$ cat config.mk
export PLATFORM = sky130hd
export DESIGN_NAME = assertion_monitor
export DESIGN_NICKNAME = d
export VERILOG_FILES = /design/src/rtl/assertion_monitor_pkg.sv /design/src/rtl/obligation_delay_line.sv /design/src/rtl/assertion_monitor.sv
export SDC_FILE = /design/constraint.sdc
export NUM_CORES = 1
export LEC_CHECK = 0
export CORE_MARGIN = 1.5
export CORE_UTILIZATION = 50
export CTS_BUF_LIST = sky130_fd_sc_hd__clkbuf_8 sky130_fd_sc_hd__clkbuf_16
export CTS_CLUSTER_DIAMETER = 120
export DETAILED_ROUTE_END_ITERATION = 7
export DONT_BUFFER_PORTS = 1
export PLACE_DENSITY_LB_ADDON = 0.05
export SYNTH_ARGS = -nofsm -noshare
export SYNTH_HDL_FRONTEND = slang
export SYNTH_HIERARCHICAL = 1
export SYNTH_SLANG_ARGS = --single-unit
$ cat constraint.sdc
create_clock -name clk -period 5.7 [get_ports clk]
set_input_delay 0.57 -clock clk [delete_from_list [all_inputs] [get_ports clk]]
set_output_delay 0.57 -clock clk [all_outputs]
set_load 0.05 [all_outputs]
$ cat src/rtl/assertion_monitor_pkg.sv
// Shared constants, capture-state type and vector helpers for the assertion monitor.
package assertion_monitor_pkg;

  localparam int N_CH_DEF  = 4;
  localparam int DELAY_DEF = 1;
  localparam int CNT_W_DEF = 8;
  localparam int TS_W_DEF  = 16;

  // Helpers operate on a fixed-width vector; channel counts above MAX_CH are unsupported.
  localparam int MAX_CH = 64;
  localparam int PC_W   = 7;
  localparam int IDX_W  = 6;

  typedef enum logic {
    EMPTY    = 1'b0,
    CAPTURED = 1'b1
  } first_state_t;

  function automatic logic [PC_W-1:0] popcount(input logic [MAX_CH-1:0] v);
    logic [PC_W-1:0] c;
    c = '0;
    for (int i = 0; i < MAX_CH; i++) c = c + PC_W'(v[i]);
    return c;
  endfunction

  function automatic logic [IDX_W-1:0] lowest_idx(input logic [MAX_CH-1:0] v);
    logic [IDX_W-1:0] idx;
    idx = '0;
    for (int i = MAX_CH - 1; i >= 0; i--) if (v[i]) idx = IDX_W'(i);
    return idx;
  endfunction

endpackage

$ cat src/rtl/obligation_delay_line.sv
// Carries one channel's "consequent is owed" bit forward DELAY edges.
module obligation_delay_line #(
  parameter int DELAY = 1
) (
  input  logic clk,
  input  logic reset,
  input  logic trig,
  output logic due
);

  logic [DELAY-1:0] pipe;

  always_ff @(posedge clk or negedge reset) begin
    if (!reset) begin
      pipe <= '0;
    end else begin
      pipe[0] <= trig;
      for (int i = 1; i < DELAY; i++) pipe[i] <= pipe[i-1];
    end
  end

  assign due = pipe[DELAY-1];

endmodule

$ cat src/rtl/assertion_monitor.sv
// N-channel "antecedent implies consequent DELAY edges later" checker with
// sticky flags, pulses, saturating count and first-failure capture.
module assertion_monitor
  import assertion_monitor_pkg::*;
#(
  parameter int N_CH  = N_CH_DEF,
  parameter int DELAY = DELAY_DEF,
  parameter int CNT_W = CNT_W_DEF,
  parameter int TS_W  = TS_W_DEF,
  parameter int CH_W  = (N_CH > 1) ? $clog2(N_CH) : 1
) (
  input  logic              clk,
  input  logic              reset,
  input  logic              clear,
  input  logic [N_CH-1:0]   ch_en,
  input  logic [N_CH-1:0]   antecedent,
  input  logic [N_CH-1:0]   consequent,
  output logic [N_CH-1:0]   fail,
  output logic [N_CH-1:0]   fail_pulse,
  output logic              any_fail,
  output logic [CNT_W-1:0]  fail_count,
  output logic              first_valid,
  output logic [CH_W-1:0]   first_ch,
  output logic [TS_W-1:0]   first_ts
);

  localparam int SUM_W = CNT_W + PC_W;
  localparam logic [CNT_W-1:0] CNT_MAX = '1;

  logic [TS_W-1:0]   ts;
  logic [N_CH-1:0]   due, viol, fail_n;
  logic [MAX_CH-1:0] viol_w;
  logic [CNT_W-1:0]  cnt_base, cnt_n;
  logic [SUM_W-1:0]  sum;
  first_state_t      first_state;

  for (genvar i = 0; i < N_CH; i++) begin : g_ch
    obligation_delay_line #(.DELAY(DELAY)) u_dl (
      .clk   (clk),
      .reset (reset),
      .trig  (ch_en[i] & antecedent[i]),
      .due   (due[i])
    );
  end

  assign viol   = due & ~consequent;
  assign viol_w = MAX_CH'(viol);

  // Clear acts first so a violation on the clearing edge lands on the cleared state.
  always_comb begin
    fail_n   = (clear ? '0 : fail) | viol;
    cnt_base = clear ? '0 : fail_count;
    sum      = SUM_W'(cnt_base) + SUM_W'(popcount(viol_w));
    cnt_n    = (sum > SUM_W'(CNT_MAX)) ? CNT_MAX : sum[CNT_W-1:0];
  end

  always_ff @(posedge clk or negedge reset) begin
    if (!reset) begin
      ts          <= '0;
      fail        <= '0;
      fail_pulse  <= '0;
      any_fail    <= 1'b0;
      fail_count  <= '0;
      first_state <= EMPTY;
      first_ch    <= '0;
      first_ts    <= '0;
    end else begin
      ts         <= ts + TS_W'(1);
      fail       <= fail_n;
      fail_pulse <= viol;
      any_fail   <= |fail_n;
      fail_count <= cnt_n;
      if (|viol && (clear || first_state == EMPTY)) begin
        first_state <= CAPTURED;
        first_ch    <= CH_W'(lowest_idx(viol_w));
        first_ts    <= ts;
      end else if (clear) begin
        first_state <= EMPTY;
        first_ch    <= '0;
        first_ts    <= '0;
      end
    end
  end

  assign first_valid = (first_state == CAPTURED);

endmodule

# Word-level counts from Yosys, hierarchy flattened
# Index checks and enable logic that the tools add are counted.
[word_totals] regBits=56 out_inout_bits=36
[op_classes] magnitude_cmp=1 add_sub_neg=5 bitwise_logic=8 n_reduce_logical=5 n_mux=13
[ops] operator="$mux W16" n=2
[ops] operator="$add A16 B1 Y16 const B" n=1
[ops] operator="$mux W8" n=2
[ops] operator="$mux W2" n=6
[ops] operator="$add A8 B4 Y9" n=1
[ops] operator="$gt A9 B8 Y1 const B" n=1
[ops] operator="$reduce_or A4 Y1" n=2
[ops] operator="$add A3 B1 Y4" n=1
[ops] operator="$and A1 B1 Y1" n=4
[ops] operator="$and A4 B4 Y4" n=1
[ops] operator="$mux W4" n=1
[ops] operator="$not A4 Y4" n=1
[ops] operator="$or A4 B4 Y4" n=1
[ops] operator="$add A2 B1 Y3" n=1
[ops] operator="$add A1 B1 Y2" n=1
[ops] operator="$mux W1" n=2
[ops] operator="$reduce_bool A2 Y1" n=1
[ops] operator="$logic_and A1 B1 Y1" n=1
[ops] operator="$logic_or A1 B1 Y1" n=1
[ops] operator="$not A1 Y1" n=1

# Longest topological paths before layout
# Gate-level depths: netlist of the first run.
[logic_depth] depth_word=8 ltp_mapped=10

# Cells and area by module
# Netlist of the first run, hierarchy kept.
[modules_own_cells] module="assertion_monitor" n_inst=1 cells_each=183 area_each_um2=2283.4 seq_area_each_um2=1301.2
[modules_own_cells] module="obligation_delay_line" n_inst=4 cells_each=1 area_each_um2=25.0 seq_area_each_um2=25.0

# Worst setup path after synthesis of the first run
# OpenSTA, ideal clock, no wires.
[synth_path] path_kind="input port to flip-flop" startpoint="input consequent[0]" endpoint="register fail_count[3]" t_required_ns=5.613 path_buffers=0 slack_ns=2.522 setup_time_ns=0.087 arrival_ns=3.092 path_stages=10 cell_sequence="nor2b_1 > inv_1 > ha_1 > ha_1 > inv_1 > fa_1 > fa_1 > nand4b_1 > or4_1 > o211ai_1"
[synth_between] elab_chain_cells=8
[synth_rtl] element="start: declaration" line="assertion_monitor.sv:17" source="input logic [N_CH-1:0] consequent,"
[synth_rtl] element="$not A4 Y4 (*)" line="assertion_monitor.sv:46" source="assign viol = due & ~consequent;"
[synth_rtl] element="$and A4 B4 Y4 (*)" line="assertion_monitor.sv:46"
[synth_rtl] element="$add A1 B1 Y2 (*)" line="assertion_monitor_pkg.sv:22" source="for (int i = 0; i < MAX_CH; i++) c = c + PC_W'(v[i]);"
[synth_rtl] element="$add A2 B1 Y3 (*)" line="assertion_monitor_pkg.sv:22"
[synth_rtl] element="$add A3 B1 Y4 (*)" line="assertion_monitor_pkg.sv:22"
[synth_rtl] element="$add A8 B4 Y9 (*)" line="assertion_monitor.sv:53" source="sum = SUM_W'(cnt_base) + SUM_W'(popcount(viol_w));"
[synth_rtl] element="$gt A9 B8 Y1" line="assertion_monitor.sv:54" source="cnt_n = (sum > SUM_W'(CNT_MAX)) ? CNT_MAX : sum[CNT_W-1:0];"
[synth_rtl] element="$mux W8 (*)" line="assertion_monitor.sv:54"
[synth_rtl] element="via cnt_n[3]" line="assertion_monitor.sv:33" source="logic [CNT_W-1:0] cnt_base, cnt_n;"
[synth_rtl] element="end signal: assignment" line="assertion_monitor.sv:72" source="fail_count <= cnt_n;"
[synth_rtl] element="end: declaration" line="assertion_monitor.sv:21" source="output logic [CNT_W-1:0] fail_count,"
# The timed path passes the listed nets; every way through them passes the cells marked *.
# A chain may end at the register's enable or synchronous reset.

# Final worst setup path of the first run
[layout_path] startpoint="register g_ch[0].u_dl.pipe" endpoint="register fail_count[2]"
[layout_between] elab_chain_cells=7
[layout_rtl] element="start: declaration" line="obligation_delay_line.sv:11" source="logic [DELAY-1:0] pipe;"
[layout_rtl] element="$and A4 B4 Y4 (*)" line="assertion_monitor.sv:46"
[layout_rtl] element="via viol[0]" line="assertion_monitor.sv:31" source="logic [N_CH-1:0] due, viol, fail_n;"
[layout_rtl] element="$add A1 B1 Y2 (*)" line="assertion_monitor_pkg.sv:22"
[layout_rtl] element="$add A2 B1 Y3 (*)" line="assertion_monitor_pkg.sv:22"
[layout_rtl] element="$add A3 B1 Y4 (*)" line="assertion_monitor_pkg.sv:22"
[layout_rtl] element="$add A8 B4 Y9 (*)" line="assertion_monitor.sv:53"
[layout_rtl] element="$gt A9 B8 Y1" line="assertion_monitor.sv:54"
[layout_rtl] element="$mux W8 (*)" line="assertion_monitor.sv:54"
[layout_rtl] element="via cnt_n[2]" line="assertion_monitor.sv:33"
# Marks and branches as above.

==> flow_summary.yaml, run 1 <==
timing:
  period_utilization: 0.574
  worst_slew_pin_slew_ns: 1.01
  max_frequency_ghz: 0.306
  totalNegativeSetupSlack_ns: 0
  fin_skew_ns: 0.00354
  setup_violations: 0
  rsz0062_at_grt: "no"
  period_minus_slack_ns: 3.27
  finalHoldViolations: 0
  fin_ws_ns: 2.43
  maxSlewViolCount: 0
  slew_headroom: 0.323
outcome:
  run_status: "complete, no violations"
die:
  die_area_sq_um: 5190
  initial_core_util: 0.533
  die_y_microns: 72.0
  rows: 24
  die_x_microns: 72.0
  coreArea_sq_um: 4470
  design.portCount: 51
yosys:
  synth_largest_area_cell: "sky130_fd_sc_hd__dfrtp_1"
  ys.flop_type: "sky130_fd_sc_hd__dfrtp_1"
  syn_area_per_cell_sq_um: 12.7
  syn_area_sq_um: 2380
  synth-warning-count: 6
  synth_top_cell_area_share: 0.588
  synth_sequential_area_ratio: 0.588
  ys_async_sr_fraction: 1.00
  syn_nets: 208
  ys_top_cells_by_count: "sky130_fd_sc_hd__dfrtp_1 (56), sky130_fd_sc_hd__inv_1 (12), sky130_fd_sc_hd__xor2_1 (9)"
  synth_cell_type_count: 42
  ys_top_cells_by_area: "sky130_fd_sc_hd__dfrtp_1 (59%), sky130_fd_sc_hd__a22o_2 (3.4%), sky130_fd_sc_hd__xor2_1 (3.3%), sky130_fd_sc_hd__a22o_1 (2.9%), sky130_fd_sc_hd__ha_1 (2.1%)"
  number_of_flops_mapped_to_enable_cells_by_yosys: 0
  yosysMostFrequentCell: "sky130_fd_sc_hd__dfrtp_1"
  ys_ff_latch: 56
  netlist_instances: 187
min_path:
  hold_path_class: "in -> async"
routing:
  first_pass_iters: 4
  initialDrtViolationCount: 125
  antenna_violating_nets_left: 0
  remaining_drc_errors: 0
  vias_per_cell: 6.05
  vias: 1475
  wl_per_cell_microns: 17.7
  totalWireLength_mm: 4.31
setup_path:
  critPathLaunchType: "flip-flop"
  reg2regPathDepth: 10
  timing.critical_path.slowest_cell_delay_ns: 0.59
  worst_ep_required_time_ns: 5.92
  timing_worst_setup_path_type: "reg -> reg"
  crit-reg2reg-capture: "fail_count[2]"
  crit_fanout: 4
  crit_path_cell_trace: "nor2b_1, inv_1, ha_1, ha_1, inv_1, fa_1, fa_1, nand4b_1, or4_1, o21ai_0"
  cp.buffers_inverters: 2
  critical_path.reg2reg.startpoint: "g_ch[0].u_dl/due"
  critical-path-slowest-cell: "sky130_fd_sc_hd__or4_1"
  critPathCaptureType: "flip-flop"
  timing.critical_path.max_delay_family: "adder cells"
  r2r_setup_slack_ns: 2.43
  crit_arrival_ns: 3.49
power_and_ir_drop:
  fin_total_pwr_uw: 818
  power_density_nw_per_um2: 320
  p_leak_nw: 1.29
  vdd_drop_max_uv: 200
grt:
  via_count_of_the_first_global_routing_pass: 1498
  grt_pass1_wl_mm: 7.45
  grt_use_total: 0.187
  grt_max_degree: 57
  initial_antenna_violation_count: 0
  overflow: 0
clock_network:
  cts_buffers: 5
  clock_sinks: 56
  clock_tree.buffer_depth: 2
  post_cts_resized: 0
  cts-htree-levels: 2
  hold_buffers: 1
  clkLatencyLatePin_ns: 0.30
  tritoncts: "yes"
  post_cts.repair.setup_buffers: 0
  clockRootBuffer: "sky130_fd_sc_hd__clkbuf_8"
  clk_pin_slew_ns: 0.10
layout:
  num_antenna_cells: 0
  drive_above_1_share: 0.125
  multiInputGateArea_sq_um: 888
  fillers: 375
  area.sequential_sq_um: 1400
  nets: 212
  area_growth_syn_to_layout_pct: 7.35
job:
  cap_violations: 0
placement:
  detailedPlace.worstSlack_ns: 2.25
  portBuffers: 0
  routabilityCongestion: 0.782
  place.detailed.hpwl_mm: 2.99
[layout make-up]
class / count / area share
Multi-Input combinational cell: 113 / 0.347
Tap cell: 52 / 0.0254
Inverter: 14 / 0.0215
Sequential cell: 56 / 0.548
Clock buffer: 6 / 0.0323
Timing Repair Buffer: 1 / 0.0108
Clock inverter: 2 / 0.0152
[layout by cell type (no fill, tap or decap), drive strengths merged]
cell type,instances
o21ai,3
a22o,16
a21o,5
nor2,3
mux2i,1
inv,14
and3,4
nand3b,1
dfrtp,56
nand4,4
and4,1
nor2b,3
ha,4
and2,4
o21a,1
buf,1
nor4,4
o41ai,1
xnor2,5
nor3,6
xor2,9
a32o,2
o31a,1
a211oi,1
a31oi,2
o211ai,3
nand3,6
bufinv,1
fa,2
o2111a,2
clkinv,1
nand2,8
o211a,1
nand4b,1
clkbuf,6
a21oi,2
or4,2
nand2b,5
[metal layers]
metal / GRT usage / share of wire
met2: 0.287 / 0.47
met4: 0.0629 / 0.016
met3: 0.0625 / 0.063
met1: 0.253 / 0.45
met5: 0 / 0
[stage by stage]
step | std cells | util | hold WS [ns] | cell area (sq um)
3_3_place_gp | 235 | 0.539 | 0.276 | 2410
5_1_grt | 244 | 0.572 | 0.112 | 2560
3_5_place_dp | 235 | 0.539 | 0.276 | 2410
4_1_cts | 244 | 0.572 | 0.115 | 2560
2_1_floorplan | 187 | - | 0.274 | 2380
6_report | 244 | 0.572 | 0.106 | 2560
[cells by family (layout without fill, tap and decap cells)]
group | count (synthesis) | in the layout | share of synthesized area
xor gates and xnor gates | 14 | 14 | 0.0514
muxes | 1 | 1 | 0.00420
AOI/OAI and AO/OA | 40 | 40 | 0.148
DFF | 56 | 56 | 0.588
buffers and inverters | 18 | 23 | 0.0394
adders and majority gates | 6 | 6 | 0.0378
and+or+nand+nor | 52 | 52 | 0.131
[worst register-to-register path: stages, from the launching register on]
cell	delay [ns]
sky130_fd_sc_hd__dfrtp_1	0.34
sky130_fd_sc_hd__nor2b_1	0.28
sky130_fd_sc_hd__inv_1	0.13
sky130_fd_sc_hd__ha_1	0.29
sky130_fd_sc_hd__ha_1	0.27
sky130_fd_sc_hd__inv_1	0.05
sky130_fd_sc_hd__fa_1	0.43
sky130_fd_sc_hd__fa_1	0.44
sky130_fd_sc_hd__nand4b_1	0.25
sky130_fd_sc_hd__or4_1	0.59
sky130_fd_sc_hd__o21ai_0	0.13
[flip-flops by register name (all words and copies together), names as in the netlist, 2 cells and up]
signal / cells
g_ch.u_dl/due: 4
fail_pulse: 4
first_ts: 16
fail_count: 8
fail: 4
ts: 16
first_ch: 2
[report_power, final]
group	switching [mW]	internal (mW)	total [mW]	leakage, nW
combinational	0.0336	0.0226	0.0562	0.488
sequential	0.0785	0.415	0.493	0.741
clock	0.124	0.144	0.268	0.0614
total	0.237	0.581	0.818	1.29
[worst max-delay path by stage]
stage / start / end / slack (ns) / cells past startpoint
floorplan: consequent[0] / fail_count[3] / 2.52 / 10
global placement: consequent[0] / fail_count[3] / 2.36 / 10
detailed placement: consequent[0] / fail_count[2] / 2.25 / 10
CTS: g_ch[0].u_dl/due / fail_count[2] / 2.45 / 10
global route: g_ch[0].u_dl/due / fail_count[2] / 2.25 / 10
finish: g_ch[0].u_dl/due / fail_count[2] / 2.43 / 10
Power figures use the tool's default switching activity.
==> run 2: changes to the inputs <==
==> constraint.sdc (replaced) <==
create_clock -name clk -period 3.25 [get_ports clk]
set_input_delay 0.325 -clock clk [delete_from_list [all_inputs] [get_ports clk]]
set_output_delay 0.325 -clock clk [all_outputs]
set_load 0.05 [all_outputs]
==> flow_summary.yaml, run 2 (synthesized netlist as in run 1, its figures left out) <==
power_and_ir_drop:
  pwr-share-seq: 0.612
  switching_share: 0.305
  power.share.combinational: 0.107
  power_report.internal_total_uw: 951
  power_density_nw_per_um2: 534
  power.switching_uw: 417
  p_leak_nw: 1.30
  vdd_drop_max_uv: 310
  pwr-share-clk: 0.282
timing:
  totalNegativeSetupSlack_ns: 0
  fin_skew_ns: 0.00604
  slew_headroom: 0.325
  finalHoldViolations: 0
  period_minus_slack_ns: 3.05
  worst_slew_pin_slew_ns: 1.01
  period_utilization: 0.939
  maxSlewViolCount: 0
  rsz0062_at_grt: "no"
  setup_violations: 0
  max_frequency_ghz: 0.328
die:
  die_y_microns: 72.0
  die_x_microns: 72.0
  coreArea_sq_um: 4470
  design.portCount: 51
  die_area_sq_um: 5190
  rows: 24
  initial_core_util: 0.533
setup_path:
  critPathCaptureType: "flip-flop"
  crit_fanout: 4
  critical-path-slowest-cell: "sky130_fd_sc_hd__or4_1"
  timing_worst_setup_path_type: "reg -> reg"
  cp_num_cells: 10
  r2r_setup_slack_ns: 0.20
  reg2regPathDepth: 10
  cp.buffers_inverters: 2
  timing.critical_path.slowest_cell_delay_ns: 0.58
  critical_path.reg2reg.startpoint: "g_ch[0].u_dl/due"
  worst_ep_required_time_ns: 3.48
  critPathLaunchType: "flip-flop"
  crit-reg2reg-capture: "fail_count[3]"
  crit_path_cell_trace: "nor2b_1, inv_1, ha_1, ha_1, inv_1, fa_1, fa_1, nand4b_1, or4_1, o211ai_1"
  crit_path_end: "fail_count[3]"
  timing.critical_path.max_delay_family: "adder cells"
  worstSetupStartpoint: "g_ch[0].u_dl/due"
  crit_arrival_ns: 3.28
clock_network:
  cts-htree-levels: 2
  clockRootBuffer: "sky130_fd_sc_hd__clkbuf_8"
  clkLatencyLatePin_ns: 0.31
  clock_tree.buffer_depth: 2
  clk_pin_slew_ns: 0.09
  cts_buffers: 5
  tritoncts: "yes"
  clock_sinks: 56
  post_cts_resized: 0
placement:
  placedInstanceArea_sq_um: 2430
  place.detailed.hpwl_mm: 3.06
  portBuffers: 0
  routabilityCongestion: 0.768
grt:
  overflow: 0
  via_count_of_the_first_global_routing_pass: 1507
  grt_pass1_wl_mm: 7.29
  grt_use_total: 0.183
  grt_max_degree: 57
  initial_antenna_violation_count: 0
routing:
  antenna_violating_nets_left: 0
  first_pass_iters: 5
  vias: 1502
  remaining_drc_errors: 0
  totalWireLength_mm: 4.31
  wl_per_cell_microns: 17.4
  vias_per_cell: 6.06
  initialDrtViolationCount: 102
layout:
  num_antenna_cells: 0
  largestRegisters: "first_ts (16), ts (16), fail_count (8)"
  nets: 216
  layout_commonest_cell: "sky130_fd_sc_hd__dfrtp_1"
  drive_above_1_share: 0.133
  postLayoutCellArea_sq_um: 2560
  commonest_cells_after_routing_fill_and_taps_aside: "sky130_fd_sc_hd__dfrtp_1 (56), sky130_fd_sc_hd__inv_1 (13), sky130_fd_sc_hd__xor2_1 (9)"
  area_growth_syn_to_layout_pct: 7.56
outcome:
  run_status: "complete, no violations"
job:
  cap_violations: 0
min_path:
  hold-path-cell-count: 1
  hold_path_class: "in -> reg"
run 2: cell count changes in the layout (fill, tap and decap cells not counted):
cell                            change
sky130_fd_sc_hd__buf_4              +3
sky130_fd_sc_hd__inv_1              +1
sky130_fd_sc_hd__dlygate4sd3_1      +1
sky130_fd_sc_hd__clkinvlp_4         +1
sky130_fd_sc_hd__bufinv_16          -1
sky130_fd_sc_hd__clkinv_4           -1
run 2: worst reg2reg max path: stages, from the launching register on:
cell and delay [ns]:
sky130_fd_sc_hd__dfrtp_1 0.33, sky130_fd_sc_hd__nor2b_1 0.16, sky130_fd_sc_hd__inv_1 0.09, sky130_fd_sc_hd__ha_1 0.28, sky130_fd_sc_hd__ha_1 0.28, sky130_fd_sc_hd__inv_1 0.05
sky130_fd_sc_hd__fa_1 0.42, sky130_fd_sc_hd__fa_1 0.44, sky130_fd_sc_hd__nand4b_1 0.23, sky130_fd_sc_hd__or4_1 0.58, sky130_fd_sc_hd__o211ai_1 0.12
run 2: final cells by class:
| cell class | count | area (sq um) |
|---|---|---|
| Inverter | 14 | 55.1 |
| Timing Repair Buffer | 5 | 60.1 |
| Tap cell | 52 | 65.1 |
| Clock inverter | 2 | 11.3 |
| Sequential cell | 56 | 1400 |
| Multi-Input combinational cell | 113 | 888 |
| Fill cell | 365 | 1910 |
| Clock buffer | 6 | 82.6 |
run 2: worst min-delay path by stage:
stage / startpoint / end / slack (ns)
after global placement: reset / fail_count[0] / 0.03
after floorplan: reset / any_fail / 0.03
final: clear / fail_count[5] / 0.08
after detailed placement: reset / fail_count[1] / 0.03
after global routing: clear / fail_count[5] / 0.06
after CTS: clear / fail_count[5] / 0.06
run 2: power by group through the flow:
stage	sequential (mW)	clock [mW]	combinational, mW
2_1_floorplan	0.872	0	0.0765
3_3_place_gp	0.850	0	0.126
3_5_place_dp	0.851	0	0.130
4_1_cts	0.837	0.401	0.149
5_1_grt	0.840	0.428	0.159
6_report	0.837	0.385	0.146
run 2: timing repair:
item                                   4_1_cts  5_1_grt
endpoints found under the hold margin       56        0
hold buffers                                 2        0
setup buffers                                0        0
run 2: metrics by stage:
stage / worst slack (ns) / total power, mW / hold WS [ns] / instances / utilization
global route: 0.00205 / 1.43 / 0.0588 / 248 / 0.573
global placement: 0.249 / 0.976 / 0.0306 / 238 / 0.544
detailed placement: 0.214 / 0.980 / 0.0306 / 238 / 0.544
finish: 0.198 / 1.37 / 0.0777 / 248 / 0.573
floorplan: 0.317 / 0.949 / 0.0294 / 187 / -
CTS: 0.189 / 1.39 / 0.0620 / 248 / 0.573
run 2: per-layer routing:
layer	global-route usage	share of wire
met1	0.243	0.47
met2	0.282	0.45
met5	0	0
met4	0.0692	0.012
met3	0.0611	0.062
